$ cat config.mk
export PLATFORM = sky130hd
export DESIGN_NAME = uart_boot_loader
export DESIGN_NICKNAME = d
export VERILOG_FILES = /design/src/rtl/uart_boot_loader.sv
export SDC_FILE = /design/constraint.sdc
export NUM_CORES = 1
export LEC_CHECK = 0
export ABC_AREA = 1
export CAP_MARGIN = 15
export CORE_ASPECT_RATIO = 1.1
export CORE_MARGIN = 4
export CORE_UTILIZATION = 45
export DETAILED_ROUTE_END_ITERATION = 12
export GPL_ROUTABILITY_DRIVEN = 0
export PLACE_DENSITY_LB_ADDON = 0.2
export SLEW_MARGIN = 5
export SYNTH_ARGS = -nofsm -noshare
export SYNTH_HDL_FRONTEND = slang
export SYNTH_SLANG_ARGS = --single-unit
$ cat constraint.sdc
create_clock -name clk_i -period 6.5 [get_ports clk_i]
set_input_delay 0.65 -clock clk_i [delete_from_list [all_inputs] [get_ports clk_i]]
set_output_delay 0.65 -clock clk_i [all_outputs]
set_load 0.02 [all_outputs]
$ cat src/rtl/uart_boot_loader.sv
// uart_boot_loader: detects a UART key, holds the core in reset, loads imem words, then releases the core
module uart_boot_loader #(
  parameter int unsigned SYS_CLK_FREQ = 100000000,
  parameter int unsigned TIMEOUT_MS   = 2000,
  parameter int unsigned KEY_LEN      = 2,
  parameter logic [31:0] KEY          = 32'h0000702d,
  parameter logic [7:0]  PAD_BYTE     = 8'h5f,
  parameter int unsigned ADDR_W       = 12,
  parameter int unsigned LOAD_BASE    = 0,
  parameter int unsigned RST_HOLD     = 16
) (
  input  logic              clk_i,
  input  logic              reset_i,
  input  logic              uart_rx_irq,
  input  logic [7:0]        uart_rx_byte,
  input  logic              mem_ready_i,
  output logic              reset_o,
  output logic [31:0]       reset_cause_reg,
  output logic              mem_we_o,
  output logic [ADDR_W-1:0] mem_addr_o,
  output logic [31:0]       mem_wdata_o,
  output logic [3:0]        mem_wstrb_o,
  output logic              busy_o,
  output logic              err_o,
  output logic [2:0]        state_o
);
  typedef enum logic [2:0] {S_IDLE = 3'd0, S_KEY = 3'd1, S_LEN = 3'd2, S_DATA = 3'd3, S_HOLD = 3'd4} state_t;
  localparam logic [31:0] TMO_LIM   = 32'(SYS_CLK_FREQ / 1000 * TIMEOUT_MS);
  localparam logic [1:0]  LAST_IDX  = 2'(KEY_LEN - 1);
  localparam logic [32:0] LEN_MAX   = 33'd4 << ADDR_W;
  localparam logic [31:0] HOLD_LAST = 32'(RST_HOLD - 1);
  state_t      state;
  logic [1:0]  idx, lcnt, lane;
  logic [31:0] len, cnt, acc_d, tmo, hcnt, word, len_n;
  logic [3:0]  acc_s, strb;
  logic        last, fin, tmo_hit, pend;
  assign state_o = state;
  // Next word image, length shift-in and session event decodes
  always_comb begin
    lane    = cnt[1:0];
    word    = acc_d | (32'(uart_rx_byte) << {lane, 3'b000});
    strb    = acc_s | (4'b1 << lane);
    len_n   = {uart_rx_byte, len[31:8]};
    fin     = cnt + 32'd1 == len;
    tmo_hit = !uart_rx_irq && tmo >= TMO_LIM - 32'd1;
    pend    = mem_we_o && !mem_ready_i;
  end
  // Inter-byte timer: cleared by every byte, runs only inside a session
  always_ff @(posedge clk_i or negedge reset_i)
    if (!reset_i) tmo <= '0;
    else tmo <= (uart_rx_irq || state == S_IDLE || state == S_HOLD) ? '0 : tmo + 32'd1;
  // Session FSM with registered core reset, cause and memory write port
  always_ff @(posedge clk_i or negedge reset_i)
    if (!reset_i) begin
      state <= S_IDLE;
      idx <= '0;
      lcnt <= '0;
      len <= '0;
      cnt <= '0;
      acc_d <= '0;
      acc_s <= '0;
      last <= 1'b0;
      hcnt <= '0;
      reset_o <= 1'b1;
      reset_cause_reg <= '0;
      mem_we_o <= 1'b0;
      mem_addr_o <= '0;
      mem_wdata_o <= '0;
      mem_wstrb_o <= '0;
      busy_o <= 1'b0;
      err_o <= 1'b0;
    end else begin
      case (state)
        S_IDLE:
          if (uart_rx_irq && uart_rx_byte == KEY[7:0]) begin
            idx <= 2'd1;
            busy_o <= 1'b1;
            if (KEY_LEN == 1) begin
              state <= S_LEN;
              lcnt <= '0;
              reset_o <= 1'b0;
              reset_cause_reg <= 32'h1;
              err_o <= 1'b0;
            end else state <= S_KEY;
          end
        S_KEY:
          if (uart_rx_irq) begin
            if (uart_rx_byte == KEY[{idx, 3'b000} +: 8]) begin
              if (idx == LAST_IDX) begin
                state <= S_LEN;
                lcnt <= '0;
                reset_o <= 1'b0;
                reset_cause_reg <= 32'h1;
                err_o <= 1'b0;
              end else idx <= idx + 2'd1;
            end else if (uart_rx_byte != PAD_BYTE) begin
              state <= S_IDLE;
              busy_o <= 1'b0;
            end
          end else if (tmo_hit) begin
            state <= S_IDLE;
            busy_o <= 1'b0;
          end
        S_LEN:
          if (uart_rx_irq) begin
            len <= len_n;
            lcnt <= lcnt + 2'd1;
            if (lcnt == 2'd3) begin
              cnt <= '0;
              acc_d <= '0;
              acc_s <= '0;
              last <= 1'b0;
              hcnt <= '0;
              if (len_n == '0) begin
                state <= S_HOLD;
                reset_cause_reg <= reset_cause_reg | 32'h2;
              end else if ({1'b0, len_n} > LEN_MAX) begin
                state <= S_HOLD;
                reset_cause_reg <= reset_cause_reg | 32'h10;
                err_o <= 1'b1;
              end else state <= S_DATA;
            end
          end else if (tmo_hit) begin
            state <= S_HOLD;
            hcnt <= '0;
            reset_cause_reg <= reset_cause_reg | 32'h4;
            err_o <= 1'b1;
          end
        S_DATA: begin
          if (mem_we_o && mem_ready_i) begin
            mem_we_o <= 1'b0;
            if (last) begin
              state <= S_HOLD;
              hcnt <= '0;
              reset_cause_reg <= reset_cause_reg | 32'h2;
            end
          end else if (tmo_hit) begin
            state <= S_HOLD;
            hcnt <= '0;
            mem_we_o <= 1'b0;
            reset_cause_reg <= reset_cause_reg | 32'h4;
            err_o <= 1'b1;
          end
          if (uart_rx_irq && cnt != len) begin
            cnt <= cnt + 32'd1;
            if (lane == 2'd3 || fin) begin
              if (pend) begin
                state <= S_HOLD;
                hcnt <= '0;
                mem_we_o <= 1'b0;
                reset_cause_reg <= reset_cause_reg | 32'h8;
                err_o <= 1'b1;
              end else begin
                mem_we_o <= 1'b1;
                mem_addr_o <= ADDR_W'(LOAD_BASE) + cnt[ADDR_W+1:2];
                mem_wdata_o <= word;
                mem_wstrb_o <= strb;
                acc_d <= '0;
                acc_s <= '0;
                last <= fin;
              end
            end else begin
              acc_d <= word;
              acc_s <= strb;
            end
          end
        end
        S_HOLD:
          if (hcnt == HOLD_LAST) begin
            state <= S_IDLE;
            reset_o <= 1'b1;
            busy_o <= 1'b0;
          end else hcnt <= hcnt + 32'd1;
        default: state <= S_IDLE;
      endcase
    end
endmodule

Word-level counts from Yosys, hierarchy flattened
Index checks and enable logic that the tools add are counted.
{"block": "op_classes", "n_addsub": 5, "order_cmp": 2, "n_eq_ne": 37, "n_shift": 3, "n_mux": 99, "bitwise": 3, "n_reduce_logical": 35}
{"operator": "$mux W32", "count": 22}
{"operator": "$pmux W32 S3", "count": 2}
{"operator": "$pmux W32 S2", "count": 2}
{"operator": "$add A32 B1 Y32 const B", "count": 3}
{"operator": "$mux W3", "count": 19}
{"operator": "$eq A32 B32 Y1", "count": 1}
{"operator": "$eq A32 B4 Y1 const B", "count": 1}
{"operator": "$ge A32 B28 Y1 const B", "count": 1}
{"operator": "$gt A32 B15 Y1 const B", "count": 1}
{"operator": "$logic_not A32 Y1", "count": 1}
{"operator": "$ne A32 B32 Y1", "count": 1}
{"operator": "$or A32 B32 Y32", "count": 1}
{"operator": "$shiftx A32 B6 Y8 const A", "count": 1}
{"operator": "$shl A8 B5 Y32", "count": 1}
{"operator": "$mux W1", "count": 29}
{"operator": "$reduce_and A5 Y1", "count": 5}
{"operator": "$ne A3 B3 Y1 const B", "count": 8}
{"operator": "$reduce_and A6 Y1", "count": 4}
{"operator": "$ne A2 B2 Y1 const B", "count": 11}
{"operator": "$mux W4", "count": 5}
{"operator": "$mux W2", "count": 9}
{"operator": "$mux W5", "count": 3}
{"operator": "$pmux W3 S5", "count": 1}
{"operator": "$reduce_and A7 Y1", "count": 2}
{"operator": "other kinds (28)", "count": 50}
{"block": "word_totals", "regBits": 256, "inputBits": 12, "out_inout_bits": 87, "word_cells": 205}

Logic depth before layout (Yosys ltp)
{"block": "depth", "depth_word": 8, "mapped_depth": 21, "mapped_depth_nobuf": 21}

Worst setup path before layout
No wires, ideal clock.
{"block": "synth_timing", "path_type": "flip-flop to flip-flop", "from": "register cnt[1]", "to": "register mem_addr_o[0]", "setup_time_ns": 0.123, "t_arrival_ns": 2.662, "required_time_ns": 6.377, "setup_slack_ns": 3.715, "stages_incl_launch_ff": 20, "n_path_buf": 3, "synth_period_minus_slack_ns": 2.785, "cell_sequence": "dfrtp_1 -> buf_2 -> inv_1 -> clkbuf_1 -> ha_1 -> xnor2_1 -> nand3_1 -> nor2_1 -> nand3_1 -> nor2_1 -> nand3_1 -> nor2_1 -> nand3_1 -> nand2_2 -> inv_2 -> nor3_4 -> inv_2 -> buf_2 -> nand2_1 -> o21ai_1"}
{"block": "synth_via", "elab_chain_len": 4, "elab_cells_between_ends": 7, "cone_classes": "add/sub (1); eq/ne (3); reduce/logical (3)"}
{"element": "start: declaration", "line_no": "34", "source": "logic [31:0] len, cnt, acc_d, tmo, hcnt, word, len_n;"}
{"element": "start signal: assignment", "line_no": "145", "source": "cnt <= cnt + 32'd1;"}
{"element": "$add A32 B1 Y32", "line_no": "44", "source": "fin = cnt + 32'd1 == len;"}
{"element": "$eq A32 B32 Y1", "line_no": "44"}
{"element": "$logic_or A1 B1 Y1", "line_no": "146", "source": "if (lane == 2'd3 || fin) begin"}
{"element": "$reduce_and A4 Y1 (no line) *"}
{"element": "end signal: assignment", "line_no": "155", "source": "mem_addr_o <= ADDR_W'(LOAD_BASE) + cnt[ADDR_W+1:2];"}
{"element": "end: declaration", "line_no": "20", "source": "output logic [ADDR_W-1:0] mem_addr_o,"}
Every way passes the cells marked *; elsewhere a longest branch is shown, timed or not.
A chain may end at the register's enable or synchronous reset.

Final worst setup path
{"block": "layout_timing", "from": "register cnt[1]", "to": "register mem_addr_o[11]"}
Same word-level chain as after synthesis.

==> results by group <==
Status
  • Status: finished clean

Finish
  • Most frequent cells in the layout: nand2_1, inv_1, dfrtp_1
  • Area of the multi-input gates: 6100 um^2
  • Antenna cells: 0
  • Most common cell after layout, fill and taps aside: nand2_1
  • FF+latch area: 5730 um^2
  • Final Util: 0.519
  • Area growth from synthesis to layout: 14.3%
  • Final Cell Area: 14,900 um^2
  • Fillers: 2,857
  • Nets: 1,904
  • Layout cells sized above 1: 0.0463

Global routing
  • Total Routing Usage GR: 0.220
  • Total grt overflow: 0
  • Largest net degree at the start of global routing: 120
  • Vias in the first global route: around 11,000
  • Initial antenna violation count: 0
  • First-pass GRT wire length: 58,400 um

Min path
  • Hold crit path type: in -> async

Worst setup path
  • Worst path top cell family by delay: simple AND/OR/NAND/NOR gates
  • CP max-delay cell: dfrtp_1
  • CP Launch Type: flip-flop
  • CP most frequent cell: nand2_1
  • Critical R2R Capture: mem_addr_o[11]$_DFFE_PN0P_
  • Crit path depth: 18
  • CP bufs+invs: 3
  • R2R cell count: 18
  • RR Startpoint: cnt[1]$_DFFE_PN0P_
  • CP max stage delay: 770 ps
  • Worst Setup End Kind: flip-flop
  • Worst EP arrival: about 4800 ps
  • Reg2reg setup slack: 2130 ps
  • Crit path from: cnt[1]$_DFFE_PN0P_
  • CP max FO: 60
  • CP required: between 6000 and 7000 ps
  • Critical path class: reg -> reg
  • Crit-path cells: ha_1 -> nand3_1 -> nor2_1 -> nand2_1 -> nor2_1 -> nand3_1 -> nand2_1 -> nand2_1 -> nand4_1 -> nor2_1 -> nand3_1 -> nand2_2 -> inv_2 -> nor3_4 -> buf_4 -> inv_2 -> nand2_1 -> o21ai_1

Pwr
  • Peak supply drop: 215 uV
  • Leak: 6.93 nW
  • Power per Cell Area: about 260 nW/um^2
  • Power, Total: roughly 3.8 mW

CTS
  • CTS tree: done
  • Root Buffer Master: clkbuf_16
  • H-tree lvl count: 1
  • Hold_buf cts: 0
  • Worst-case clock buffer depth: 3
  • CTS sink cnt: 229
  • Clk_lat worst skew: 540 ps
  • CTS Buf Count: 27
  • Post-CTS Setup Inserts: 0
  • Clock transition at path regs: 60 ps
  • CTS resizes: 0

Placed design
  • Worst setup slack after placement: 1740 ps
  • Dpl hpwl: 25,600 um
  • Placed inst area: 14,000 um^2
  • IO Port Bufs: 71

STA
  • Setup Viol. Count Final: 0
  • Setup TNS: 0 ps
  • Fin crit period: 4370 ps
  • Final WS setup: 2130 ps
  • Worst Skew: 12.7 ps
  • Final Hold Viols: 0
  • Worst slew pin tran: 961 ps
  • RSZ-0062 raised after global routing: no
  • FMAX: 229 MHz
  • Slew headroom: 0.359
  • Fin. max-slew vios: 0
  • Crit share post-route: 0.673

Logic synthesis
  • Post-synthesis sequential area ratio: 0.441
  • Post-Syn Instances: 1,818
  • XOR/XNOR share of the synthesized area: 0.0249
  • Post-synth EDFFs: 0
  • Multiplexer share of the synthesized area: 0
  • Distinct cell type count of the synthesized netlist: 44
  • Syn_area_per_cell: 7.16 um^2
  • Main combinational cell family by area after synthesis: simple AND/OR/NAND/NOR gates
  • Yosys warning total: 0
  • Area share of fa/ha/maj cells after synthesis: 0.00866
  • Main synth FF type: dfrtp_1
  • Synth Register Bits: between 200 and 250
  • Ys async rst share: 1.00
  • Post-synthesis simple-gate area fraction: 0.322
  • Complex-gate fraction of the synthesized area: 0.105
  • Synthesized cell area: about 13,000 um^2

Die
  • Initial Utilization: 0.454
  • # IOs: 99
  • Num rows: 65
  • Die Wd: 170 um
  • Core Footprint: 28,600 um^2
  • Die ar.: 31,700 um^2
  • Die Height: around 190 um

Detailed routing
  • DR DRC count: 0
  • Via count: 11,900
  • Initial DRC count: between 1,000 and 1,500
  • Vias per cell: 5.26
  • Routed wire per std cell: 15.5 um
  • Final WL: roughly 35,000 um
  • Final ANT Viol Nets: 0
  • Detailed-router iteration count before antenna repair: 6

Flow run
  • Maxcap violations: 0
==> worst register-to-register path: stages (launching register included) <==
cell and delay, ps:
dfrtp_1 770, ha_1 400, nand3_1 220, nor2_1 340
nand2_1 120, nor2_1 290, nand3_1 160, nand2_1 100
nand2_1 60, nand4_1 100, nor2_1 50, nand3_1 140
nand2_2 120, inv_2 130, nor3_4 40, buf_4 260
inv_2 730, nand2_1 160, o21ai_1 110
==> Yosys cell counts, types with 2 or more instances <==
cell type	n	area, um^2
nand4_1	45	282
o21ai_1	12	60.1
xnor2_1	10	87.6
nor4_1	16	100
nand3b_1	5	37.5
o21a_1	3	22.5
or2_2	9	56.3
nand3_1	107	536
nand3_2	3	30.0
clkbuf_1	22	82.6
a21oi_1	91	455
and2_1	2	12.5
nor2_4	6	67.6
buf_4	27	203
a31oi_1	4	25.0
nor3_1	60	300
nand2_1	548	2060
inv_2	5	18.8
nor3b_1	2	15.0
ha_1	9	113
a211oi_1	5	37.5
dfrtp_1	228	5710
nor2_1	161	604
o21bai_1	2	15.0
nor2_2	5	31.3
a21boi_0	3	22.5
xor2_1	27	236
buf_2	21	105
o31ai_1	5	37.5
inv_1	232	871
nand2_2	4	25.0
and3_1	2	12.5
o2111ai_1	3	26.3
o21ai_0	124	621
==> kinds of logic (layout without fill, tap and decap cells) <==
group / after synthesis / count (layout)
compound gates: 258 / 258
buf+inv: 308 / 364
fa+ha+maj: 9 / 9
other cells: 1 / 27
simple gates: 976 / 976
xor+xnor: 37 / 37
flops: 229 / 229
==> metrics by stage <==
stage	hold slack (ps)	cells
final	154	2268
after detailed placement	458	2221
after CTS	216	2267
after global placement	451	2221
after global routing	245	2268
after floorplan	354	1844
==> power breakdown <==
| group | total (mW) | internal [mW] | leakage, nW | switching (mW) |
|---|---|---|---|---|
| sequential | 1.70 | 1.55 | 3.00 | 0.153 |
| clock | 1.49 | 0.896 | 0.435 | 0.594 |
| combinational | 0.647 | 0.213 | 3.49 | 0.434 |
==> metal layers <==
layer / part of all wire / GRT usage
met5: 0 / 0
met4: 0.029 / 0.0673
met3: 0.059 / 0.0318
met2: 0.45 / 0.344
met1: 0.46 / 0.318
==> layout make-up <==
cell class                 instances  area share
clock buffer                      36      0.0511
clock inverter                    10     0.00791
inverter                         238      0.0601
multi-input combinational       1307       0.410
sequential                       229       0.386
tap                              368      0.0310
timing repair buffer              80      0.0540
==> worst max-delay path by stage <==
stage,slack (ps),to
2_1_floorplan,3710,mem_addr_o[0]$_DFFE_PN0P_
3_3_place_gp,1910,acc_d[28]$_DFFE_PN0P_
4_1_cts,2190,mem_wdata_o[29]$_DFFE_PN0P_
3_5_place_dp,1740,acc_d[28]$_DFFE_PN0P_
5_1_grt,1720,mem_addr_o[9]$_DFFE_PN0P_
6_report,2130,mem_addr_o[11]$_DFFE_PN0P_
Power figures use the tool's default switching activity.
